`config.mk`:
```
export PLATFORM = sky130hd
export DESIGN_NAME = hamming_dec_seq_flat
export DESIGN_NICKNAME = d
export VERILOG_FILES = /design/src/rtl/hamming_dec_seq_if.sv /design/src/rtl/hamming_dec_seq.sv /design/src/flat_wrapper.sv
export SDC_FILE = /design/constraint.sdc
export NUM_CORES = 1
export LEC_CHECK = 0
export BUFFER_PORTS_ARGS = -buffer_cell sky130_fd_sc_hd__buf_2
export CAP_MARGIN = 25
export CORE_MARGIN = 10
export CORE_UTILIZATION = 55
export CTS_BUF_LIST = sky130_fd_sc_hd__clkbuf_4 sky130_fd_sc_hd__clkbuf_8
export CTS_CLUSTER_SIZE = 40
export DETAILED_ROUTE_END_ITERATION = 8
export PLACE_DENSITY = 0.85
export SLEW_MARGIN = 20
export SYNTH_ARGS = -nofsm -noshare
export SYNTH_HDL_FRONTEND = slang
export SYNTH_SLANG_ARGS = --single-unit
```
`constraint.sdc`:
```
create_clock -name clk -period 5.68 [get_ports clk]
set_input_delay 0.284 -clock clk [delete_from_list [all_inputs] [get_ports clk]]
set_output_delay 0.284 -clock clk [all_outputs]
set_load 0.005 [all_outputs]
```
`src/rtl/hamming_dec_seq_if.sv`:
```
// Bus bundle between the sequential Hamming(16,11) decoder and its host/memory.
// The decoder sits on the slave side; the host/memory model sits on the master side.
interface hamming_dec_seq_if;
  logic       start;
  logic       done;
  logic [7:0] mem_addr;
  logic       mem_wr_en;
  logic [7:0] mem_wr_data;
  logic [7:0] mem_rd_data;
  logic [3:0] sgl_cnt;
  logic [3:0] dbl_cnt;

  modport slave (
    input  start, mem_rd_data,
    output done, mem_addr, mem_wr_en, mem_wr_data, sgl_cnt, dbl_cnt
  );

  modport master (
    output start, mem_rd_data,
    input  done, mem_addr, mem_wr_en, mem_wr_data, sgl_cnt, dbl_cnt
  );
endinterface

```
`src/rtl/hamming_dec_seq.sv`:
```
// Sequential SECDED Hamming(16,11) decoder: reads NUM_WORDS codewords from memory,
// corrects single errors, flags double errors, and writes data plus a status flag back.
module hamming_dec_seq #(
  parameter int NUM_WORDS = 15,
  parameter int SRC_BASE  = 30,
  parameter int DST_BASE  = 0
) (
  input  logic             clk,
  input  logic             reset,
  hamming_dec_seq_if.slave bus
);
  typedef enum logic [2:0] {IDLE, RD_LO, RD_HI, DEC, WR_LO, WR_HI, DONE} state_t;

  localparam logic [7:0] SRC8 = 8'(SRC_BASE);
  localparam logic [7:0] DST8 = 8'(DST_BASE);
  localparam logic [7:0] LAST = 8'(NUM_WORDS - 1);

  state_t      r_state;
  logic [7:0]  r_i;
  logic [15:0] r_w;
  logic [1:0]  r_flag;
  logic [2:0]  r_hi3;
  logic        r_done;
  logic        r_wr_en;
  logic [7:0]  r_addr;
  logic [7:0]  r_wr_data;
  logic [3:0]  r_sgl;
  logic [3:0]  r_dbl;

  logic [3:0]  w_term [1:15];
  logic [3:0]  w_syn;
  logic        w_par;
  logic [15:0] w_fix;
  logic [1:0]  w_flag;
  logic [7:0]  w_src_lo;
  logic [7:0]  w_src_next;
  logic [7:0]  w_dst_lo;

  // Each set bit contributes its own position index to the syndrome.
  generate
    for (genvar gi = 1; gi < 16; gi++) begin : g_term
      assign w_term[gi] = r_w[gi] ? 4'(gi) : 4'd0;
    end
  endgenerate

  always_comb begin
    w_syn = 4'd0;
    for (int k = 1; k < 16; k++) begin
      w_syn = w_syn ^ w_term[k];
    end
  end

  assign w_par = ^r_w;

  // A syndrome of zero with odd parity means p0 itself flipped: data stays as read.
  assign w_fix  = r_w ^ ((w_par && (w_syn != 4'd0)) ? (16'd1 << w_syn) : 16'd0);
  assign w_flag = w_par ? 2'b01 : ((w_syn != 4'd0) ? 2'b10 : 2'b00);

  assign w_src_lo   = SRC8 + {r_i[6:0], 1'b0};
  assign w_src_next = SRC8 + {r_i[6:0] + 7'd1, 1'b0};
  assign w_dst_lo   = DST8 + {r_i[6:0], 1'b0};

  always_ff @(posedge clk or posedge reset) begin
    if (reset) begin
      r_state   <= IDLE;
      r_i       <= 8'd0;
      r_w       <= 16'd0;
      r_flag    <= 2'b00;
      r_hi3     <= 3'd0;
      r_done    <= 1'b0;
      r_wr_en   <= 1'b0;
      r_addr    <= 8'd0;
      r_wr_data <= 8'd0;
      r_sgl     <= 4'd0;
      r_dbl     <= 4'd0;
    end else begin
      case (r_state)
        IDLE, DONE: begin
          if (bus.start) begin
            r_state <= RD_LO;
            r_i     <= 8'd0;
            r_sgl   <= 4'd0;
            r_dbl   <= 4'd0;
            r_done  <= 1'b0;
            r_addr  <= SRC8;
          end else if (r_state == DONE) begin
            r_done <= 1'b1;
          end
        end
        RD_LO: begin
          r_w[7:0] <= bus.mem_rd_data;
          r_addr   <= w_src_lo + 8'd1;
          r_state  <= RD_HI;
        end
        RD_HI: begin
          r_w[15:8] <= bus.mem_rd_data;
          r_addr    <= 8'd0;
          r_state   <= DEC;
        end
        DEC: begin
          r_flag    <= w_flag;
          r_hi3     <= w_fix[15:13];
          if (w_flag == 2'b01 && r_sgl != 4'hF) r_sgl <= r_sgl + 4'd1;
          if (w_flag == 2'b10 && r_dbl != 4'hF) r_dbl <= r_dbl + 4'd1;
          r_wr_en   <= 1'b1;
          r_addr    <= w_dst_lo;
          r_wr_data <= {w_fix[12:9], w_fix[7:5], w_fix[3]};
          r_state   <= WR_LO;
        end
        WR_LO: begin
          r_addr    <= w_dst_lo + 8'd1;
          r_wr_data <= {r_flag, 3'b000, r_hi3};
          r_state   <= WR_HI;
        end
        WR_HI: begin
          r_wr_en   <= 1'b0;
          r_wr_data <= 8'd0;
          if (r_i < LAST) begin
            r_i     <= r_i + 8'd1;
            r_addr  <= w_src_next;
            r_state <= RD_LO;
          end else begin
            r_addr  <= 8'd0;
            r_state <= DONE;
          end
        end
        default: r_state <= IDLE;
      endcase
    end
  end

  assign bus.done        = r_done;
  assign bus.mem_addr    = r_addr;
  assign bus.mem_wr_en   = r_wr_en;
  assign bus.mem_wr_data = r_wr_data;
  assign bus.sgl_cnt     = r_sgl;
  assign bus.dbl_cnt     = r_dbl;
endmodule
```
`src/flat_wrapper.sv`:
```
// flat-port wrapper written by rule: the top's interface ports become plain ports
module hamming_dec_seq_flat 
#(
  parameter int NUM_WORDS = 15,
  parameter int SRC_BASE  = 30,
  parameter int DST_BASE  = 0
)
  (clk, reset, bus_start, bus_mem_rd_data, bus_done, bus_mem_addr, bus_mem_wr_en, bus_mem_wr_data, bus_sgl_cnt, bus_dbl_cnt);
  hamming_dec_seq_if bus_i ();
  input  logic clk;
  input  logic reset;
  input wire logic [$bits(bus_i.start)-1:0] bus_start;
  input wire logic [$bits(bus_i.mem_rd_data)-1:0] bus_mem_rd_data;
  output wire logic [$bits(bus_i.done)-1:0] bus_done;
  output wire logic [$bits(bus_i.mem_addr)-1:0] bus_mem_addr;
  output wire logic [$bits(bus_i.mem_wr_en)-1:0] bus_mem_wr_en;
  output wire logic [$bits(bus_i.mem_wr_data)-1:0] bus_mem_wr_data;
  output wire logic [$bits(bus_i.sgl_cnt)-1:0] bus_sgl_cnt;
  output wire logic [$bits(bus_i.dbl_cnt)-1:0] bus_dbl_cnt;
  assign bus_i.start = bus_start;
  assign bus_i.mem_rd_data = bus_mem_rd_data;
  assign bus_done = bus_i.done;
  assign bus_mem_addr = bus_i.mem_addr;
  assign bus_mem_wr_en = bus_i.mem_wr_en;
  assign bus_mem_wr_data = bus_i.mem_wr_data;
  assign bus_sgl_cnt = bus_i.sgl_cnt;
  assign bus_dbl_cnt = bus_i.dbl_cnt;
  hamming_dec_seq #(.NUM_WORDS(NUM_WORDS), .SRC_BASE(SRC_BASE), .DST_BASE(DST_BASE)) u_core (.clk(clk), .reset(reset), .bus(bus_i));
endmodule
```
==> results.md, run 1 <==
- Post-Route Setup TNS: 0 ps
- Length of the first detailed-routing pass in iterations: 4
- RSZ-0062 raised after global routing: no
- Combined global-route utilization of all metal layers: 16.7%
- Detail Route Antenna Nets: 0
- Synth-to-layout area growth: 10.9%
- CP Data Required Time: 5890 ps
- Sinks on Clock Net: between 50 and 60
- Area inside the core boundary: ~0.0060 mm2
- Detailed router's first-iteration violation count: roughly 240
- Hold_buf cts: 0
- H-tree lvl count: 3
- Synth cell types: 49
- Clock Tree Buf Depth: 2
- Buffers added on ports: 36
- Clock buffer count from CTS: 9
- Start point of the critical path: u_core.r_state[0]
- Antenna violations before repair: 0
- Syn nets: 392
- Result of the run: completed
- Final hold vios: 0
- Number of enable-type register cells in the synthesized netlist: 0
- Final setup violating endpoints: 0
- Largest net degree at the start of global routing: about 60
- Fraction of registers with async set/reset: 100%
- Routed wirelength normalized by instance count: 16.8 um
- Cell Area, Synth: ~0.0035 mm2
- Count of buffers added by post-CTS timing repair for setup: 0
- # Max-Cap Violations: 0
- Vias in the first global route: ~2800
- Slew margin rel.: around 36%
- # fillers: 480
- FF-to-FF setup slack: ~2900 ps
- Top FF cell, synth: dfrtp_1
- Total congestion overflow: 0
- Most area-hungry cell type in the Yosys netlist: dfrtp_1
- Worst Reg2Reg Path Length in Cells: 6
- Height of the die: between 90 and 100 um
- Fraction of final layout cells sized beyond drive strength 1: 20.5%
- Signal arrival time at the worst endpoint: between 3000 and 4000 ps
- Antenna cell count: 0
- Final Cycle Share: between 40% and 50%
- Width of the die: a little under 100 um
- Ys Warns: 0
- DIE AREA: ~0.0099 mm2
- Last weighted congestion value of the routability-driven placer: roughly 0.95
- Net total in the final layout: roughly 420
- Slew at the pin closest to its max-slew limit: between 900 and 1000 ps
- Total I/O pin count: 37
- Max Clock Skew: roughly 12 ps
- Worst hold path class: in -> async
- Effective utilization at floorplan: approximately 58%
- Clock transition at the registers of the reported paths: roughly 70 ps
- Worst setup SP type: register
- First-pass GRT wire length: 13800 um
- Later-pin clock latency in the skew report: ~340 ps
- Share of Yosys cell area claimed by the top area cell type: between 40% and 50%
- Vias per inst: between 6 and 7
- Main area contributors after synthesis: dfrtp_1, mux2_2, nand2_1
- Synthesized instance count: 377
- Number of remaining DRC errors: 0
- Part of the Yosys area used for sequential elements: about two fifths
- Highest attainable clock frequency: roughly 360 MHz
- Clock period minus worst slack: between 2000 and 3000 ps
- Endpoint type of the worst setup path: register
- Utilization after layout: around 64%
- Reg-to-reg endpoint: u_core.bus.sgl_cnt[0]
- Crit path max fanout: 33
- Path type of the worst setup path: reg -> reg
- Vias: 2953
- Gates resized, CTS repair: 0
- Flip-flop and latch count after synthesis: just under 60
- TritonCTS clock tree: done
- Syn avg cell area: ~9.2 um2
- Startpoint of the worst-slack reg-to-reg timing path: u_core.r_state[0]
- Total number of placement rows: 28
- Final number of max-transition violations: 0
- Placed wire-length estimate: 5780 um
- Root buffer cell: clkbuf_8
- Drt total wl: 8150 um
cell usage in the layout, fill, tap and decap left out, types with 4 or more instances in the layout:
| cell | synthesis | routed |
|---|---|---|
| inv_1 | 10 | 9 |
| o21ai_0 | 33 | 33 |
| a21oi_1 | 16 | 16 |
| nor3_1 | 12 | 11 |
| dfrtp_1 | 58 | 58 |
| nand3_1 | 18 | 18 |
| nand2_1 | 49 | 49 |
| buf_2 | 0 | 36 |
| nand2b_1 | 5 | 5 |
| nor2_1 | 21 | 21 |
| a22oi_1 | 4 | 4 |
| xor2_2 | 4 | 4 |
| xnor2_1 | 19 | 19 |
| and3_1 | 5 | 5 |
| o22ai_1 | 7 | 7 |
| clkbuf_8 | 0 | 9 |
| o221ai_1 | 5 | 5 |
| clkinv_2 | 0 | 4 |
| ha_1 | 4 | 4 |
| xor2_1 | 20 | 20 |
| mux2_2 | 17 | 17 |
worst max path at each step:
stage / to / slack, ps / cells past startpoint
after CTS: u_core.bus.sgl_cnt[0] / 2940 / 6
after floorplan: u_core.bus.mem_wr_data[6] / 3540 / 7
final: u_core.bus.sgl_cnt[0] / 2880 / 6
after global placement: u_core.bus.dbl_cnt[3] / 3120 / 5
after detailed placement: u_core.bus.dbl_cnt[3] / 2950 / 5
after global routing: u_core.bus.sgl_cnt[0] / 2660 / 6
cells by family (layout without fill, tap and decap cells):
kind of cell / Yosys count / count (layout) / share of synthesized area [%]
xor gates and xnor gates: 46 / 46 / 13.1
and+or+nand+nor: 126 / 126 / 17.4
adders and majority gates: 5 / 5 / 1.73
muxes: 18 / 18 / 5.80
DFF: 58 / 58 / 41.8
AOI/OAI and AO/OA: 92 / 92 / 16.7
buffers and inverters: 32 / 65 / 3.46
layout make-up:
class	count	area (um2)	share of cell area (%)
Clock buffer	11	139	3.61
Timing Repair Buffer	38	195	5.07
Sequential cell	58	1450	37.7
Clock inverter	4	20.0	0.520
Tap cell	75	93.8	2.44
Inverter	12	45.0	1.17
Multi-Input combinational cell	287	1910	49.5
through the flow:
| step | instances | instance area, um2 | hold WS [ps] | setup slack [ps] |
|---|---|---|---|---|
| after floorplan | 377 | 3470 | 436 | 3540 |
| after global placement | 470 | 3690 | 469 | 3120 |
| after detailed placement | 470 | 3690 | 465 | 2950 |
| after CTS | 485 | 3850 | 165 | 2940 |
| after global routing | 485 | 3850 | 191 | 2660 |
| final | 485 | 3850 | 139 | 2880 |
state kept, by name, summed over array words and instances (netlist names):
register,flops
u_core.r_state,3
u_core.bus.dbl_cnt,4
u_core.bus.mem_addr,8
u_core.r_hi3,3
u_core.bus.sgl_cnt,4
u_core.bus.mem_wr_data,8
u_core.r_w,16
u_core.r_flag,2
u_core.r_i,8
u_core.bus.done,1
u_core.bus.mem_wr_en,1
layer usage:
| metal | vias up | routed length [um] | GRT usage [%] |
|---|---|---|---|
| met3 | 15 | 515 | 4.64 |
| met5 | - | 0 | 0 |
| met4 | 0 | 133 | 5.62 |
| met2 | 100 | 4020 | 26.9 |
| met1 | 1435 | 3480 | 20.9 |
| li1 | 1403 | - | - |
worst max-delay path, stage by stage, from the launching register on:
cell     delay (ps)
dfrtp_1         950
nor2b_1         370
nand2_1         530
a31oi_1         410
nor2_1           90
o21ai_0         200
o21ai_0         110
cell usage after synthesis, types with 3 or more instances:
cell / instances
o221ai_1: 5
o31ai_1: 3
nand2b_1: 5
dfrtp_1: 58
xnor2_2: 3
o21ai_0: 33
xor2_1: 20
a221oi_1: 3
xor2_2: 4
clkbuf_1: 16
inv_1: 10
a211oi_1: 3
nor3_1: 12
ha_1: 4
a22oi_1: 4
nor2_1: 21
a21oi_1: 16
o22ai_1: 7
nand2_1: 49
xnor2_1: 19
nor2b_1: 3
nand3_1: 18
mux2_2: 17
buf_1: 4
and3_1: 5
Power of run 1 is left out: the tool's default activity adds up to more than one toggle a clock period on the data nets, which glitch-free logic cannot reach.
==> inputs of run 2 (changes only) <==
--- a/config.mk
+++ b/config.mk
@@ -5,6 +5,7 @@
 export SDC_FILE = /design/constraint.sdc
 export NUM_CORES = 1
 export LEC_CHECK = 0
+export ABC_AREA = 1
 export BUFFER_PORTS_ARGS = -buffer_cell sky130_fd_sc_hd__buf_2
 export CAP_MARGIN = 25
 export CORE_MARGIN = 10
@@ -12,7 +13,7 @@
 export CTS_BUF_LIST = sky130_fd_sc_hd__clkbuf_4 sky130_fd_sc_hd__clkbuf_8
 export CTS_CLUSTER_SIZE = 40
 export DETAILED_ROUTE_END_ITERATION = 8
-export PLACE_DENSITY = 0.85
+export PLACE_DENSITY = 0.88
 export SLEW_MARGIN = 20
 export SYNTH_ARGS = -nofsm -noshare
 export SYNTH_HDL_FRONTEND = slang
==> constraint.sdc (replaced) <==
create_clock -name clk -period 2.4 [get_ports clk]
set_input_delay 0.12 -clock clk [delete_from_list [all_inputs] [get_ports clk]]
set_output_delay 0.12 -clock clk [all_outputs]
set_load 0.005 [all_outputs]
==> run 2 against run 1 <==
Compared with the run above: setup slack worse by 2500 ps; die area up 5.4%; count of clock-buffer cells in the layout up 1; sequential cell count unchanged; worst hold slack worse by 140 ps; maximum frequency up 40%; synthesized area up 6.7%; non-clock buffer count up 5; critical path type unchanged; largest cell class unchanged; highest routed layer unchanged.
==> results.md, run 2 <==
- Result of the run: completed
- Start point of the critical path: u_core.r_state[0]
- Vias per inst: 5.58 (-8.4%)
- Worst hold path class: in -> reg
- Net switching share of the total power: a little over half
- Clock Tree Buf Depth: 2 (unchanged)
- Setup crit end: u_core.bus.sgl_cnt[2]
- Most area-hungry cell type in the Yosys netlist: dfrtp_1
- Synthesized instance count: 519 (+38%)
- Net total in the final layout: 579 (+38%)
- Met2 track utilization from global routing: 29.3% (+2.4 points)
- Area of placed instances: 0.00396 mm2 (+7.1%)
- Top FF cell, synth: dfrtp_1
- Leading cell type in the layout, fill and taps excluded: nand2_1
- Slew at the pin closest to its max-slew limit: 612 ps (-345 ps)
- Drt total wl: 9250 um (+13%)
- Total congestion overflow: 0 (unchanged)
- Main area contributors after synthesis: dfrtp_1, nand2_1, inv_1
- Antenna violations before repair: 0 (unchanged)
- Crit path max fanout: 14 (-58%)
- Synth-to-layout area growth: 14.0%
- Total I/O pin count: 37 (unchanged)
- Power after layout: around 7.3 mW
- Path type of the worst setup path: reg -> reg
- Area inside the core boundary: 0.00646 mm2 (+7.2%)
- Static Leak: around 2.2 nW
- Flip-flop and latch count after synthesis: 58 (unchanged)
- Total net switching power: 3.80 mW
- Global Route met1 Usage: 22.8% (+1.8 points)
- TritonCTS clock tree: done
- CP Data Required Time: 2640 ps (-3250 ps)
- Flip-flop count of the largest register after layout: 16 (unchanged)
- Post-route cell area: 0.00423 mm2 (+9.8%)
- Commonest non-fill, non-tap cells in the layout: nand2_1, dfrtp_1, inv_1
- Vias in the first global route: 3397 (+19%)
- Vias: 3602 (+22%)
- Count of buffers added by post-CTS timing repair for setup: 0 (unchanged)
- Ys Warns: 0 (unchanged)
- Share of Yosys cell area claimed by the top area cell type: 39.1% (-2.6 points)
- Final setup violating endpoints: 0 (unchanged)
- Slew margin rel.: 59.2% (+23 points)
- Final number of max-transition violations: 0 (unchanged)
- Syn nets: 534 (+36%)
- Final Cycle Share: 83.7% (+34 points)
- DIE AREA: 0.0104 mm2 (+5.4%)
- Part of the Yosys area used for sequential elements: 39.1% (-2.6 points)
- Later-pin clock latency in the skew report: 350 ps (about the same)
- Signal arrival time at the worst endpoint: 2250 ps (-760 ps)
- Register name with the most flops: u_core.r_w
- Utilization after layout: 65.5% (+1.5 points)
- H-tree lvl count: 3 (unchanged)
- Sequential cell fraction of total power: between 20% and 30%
- Effective utilization at floorplan: 57.4% (-0.24 points)
- RSZ-0062 raised after global routing: no
- PwrDens: between 1500 and 2000 mW/mm2
- Hold_buf cts: 4 (+4)
- Library cell with the highest instance count after synthesis: nand2_1
- Clock transition at the registers of the reported paths: 70 ps (about the same)
- Final hold vios: 0 (unchanged)
- Synth cell count leaders: nand2_1, dfrtp_1, inv_1
- Width of the die: 102 um (+2.6%)
- Clock buffer count from CTS: 9 (unchanged)
- Clock period minus worst slack: 2010 ps (-794 ps)
- Reg-to-reg endpoint: u_core.bus.sgl_cnt[2]
- GRT met3 Usage: 5.67% (+1.0 points)
- Max Clock Skew: 11.3 ps (-0.624 ps)
- Share of total power in combinational logic: 61.0%
- Length of the first detailed-routing pass in iterations: 7 (+3)
- Combined global-route utilization of all metal layers: 18.4% (+1.7 points)
- Number of remaining DRC errors: 0 (unchanged)
- Final standard cell count with taps included and fillers excluded: 646 (+33%)
- Total number of placement rows: 29 (+3.6%)
- First-pass GRT wire length: 15600 um (+13%)
- Highest attainable clock frequency: 498 MHz (+40%)
- Placed instance count: 626 (+33%)
- Gates resized, CTS repair: 0 (unchanged)
- Detail Route Antenna Nets: 0 (unchanged)
- Root buffer cell: clkbuf_8
- FF-to-FF setup slack: 390 ps (-2490 ps)
- Buffers added on ports: 36 (unchanged)
- Routed wirelength normalized by instance count: 14.3 um (-15%)
- Startpoint of the worst-slack reg-to-reg timing path: u_core.r_state[0]
- Syn avg cell area: 7.15 um2 (-22%)
- Cell Area, Synth: 0.00371 mm2 (+6.7%)
- Fraction of registers with async set/reset: 100% (unchanged)
- Power share of the clock group: about 15%
- Sinks on Clock Net: 58 (unchanged)
- Post-route worst hold slack: 0.158 ps (-138 ps)
- Most used routing layer in global routing: met2
- Worst setup SP type: register
- Fraction of final layout cells sized beyond drive strength 1: 19.2% (-1.3 points)
- Last weighted congestion value of the routability-driven placer: 0.947 (-0.37%)
- Worst Reg2Reg Path Length in Cells: 9 (+3)
- Maximum vdd drop: approximately 870 uV
- Detailed router's first-iteration violation count: 308 (+31%)
- Synth cell types: 41 (-16%)
- Final setup margin: 390 ps (-2490 ps)
- Number of enable-type register cells in the synthesized netlist: 0 (unchanged)
- # Max-Cap Violations: 0 (unchanged)
- Endpoint type of the worst setup path: register
- Pre-CTS setup slack: 408 ps (-2540 ps)
- Post-Route Setup TNS: 0 ps (unchanged)
- Placed wire-length estimate: 6910 um (+20%)
- Antenna cell count: 0 (unchanged)
- Internal power: between 3 and 4 mW
- Height of the die: 102 um (+2.6%)
- # fillers: 528 (+10%)
- Largest net degree at the start of global routing: 29 (-51%)
## run 2: cell types whose count changed after synthesis, moves of 10 or more
cell / previous run / this run
nand2_1: 49 / 169
inv_1: 10 / 49
nor2_1: 21 / 44
nand2_2: 0 / 17
mux2_2: 17 / 1
xnor2_1: 19 / 5
xor2_1: 20 / 8
clkbuf_1: 16 / 5
nand3_1: 18 / 28
## run 2: worst min-delay path by stage
stage	startpoint	endpoint	slack, ps	depth (start not counted)
2_1_floorplan	bus_mem_rd_data[0]	u_core.r_w[0]	240	2
3_3_place_gp	reset	u_core.r_w[6]	210	2
4_1_cts	bus_mem_rd_data[1]	u_core.r_w[1]	0.5	3
5_1_grt	bus_mem_rd_data[1]	u_core.r_w[1]	10	3
3_5_place_dp	reset	u_core.r_w[6]	240	2
6_report	bus_mem_rd_data[2]	u_core.r_w[2]	0.2	3
## run 2: area by class of cell
class / count / area, um2 / share of cell area [%]
timing repair buffer: 43 / 243 / 5.74
sequential: 58 / 1450 / 34.3
clock inverter: 4 / 73.8 / 1.75
inverter: 62 / 240 / 5.68
tap: 77 / 96.3 / 2.28
multi-input combinational: 390 / 1970 / 46.5
clock buffer: 12 / 159 / 3.76
## run 2: logic make-up after synthesis
kind of cell | after synthesis | share of synthesized area, %
simple gates | 297 | 36.9
compound gates | 74 | 10.9
buf+inv | 71 | 7.86
flops | 58 | 39.1
xor+xnor | 14 | 3.51
fa+ha+maj | 4 | 1.35
mux | 1 | 0.304
## run 2: layer usage
metal | routed length (um) | vias up | part of all wire [%]
li1 | - | 1754 | -
met1 | 3900 | 1669 | 42
met2 | 4360 | 161 | 47
met3 | 851 | 18 | 9.2
met4 | 134 | 0 | 1.4
met5 | 0 | - | 0
## run 2: worst max-delay path, stage by stage (launching register included)
cell     delay, ps
dfrtp_1        420
inv_4          130
nor2_2          60
nand2_2        230
nand4_1        140
or2_1          350
o21ai_1        190
nand2_4        110
nor3_1         190
nor2_1          80
## run 2: power by group through the flow
stage	registers (mW)	clock network, mW	logic [mW]
2_1_floorplan	1.64	0	3.49
3_5_place_dp	1.77	0	4.33
6_report	1.77	1.06	4.42
3_3_place_gp	1.74	0	4.17
5_1_grt	1.83	1.11	4.95
4_1_cts	1.75	1.06	4.37
Power figures use the tool's default switching activity.
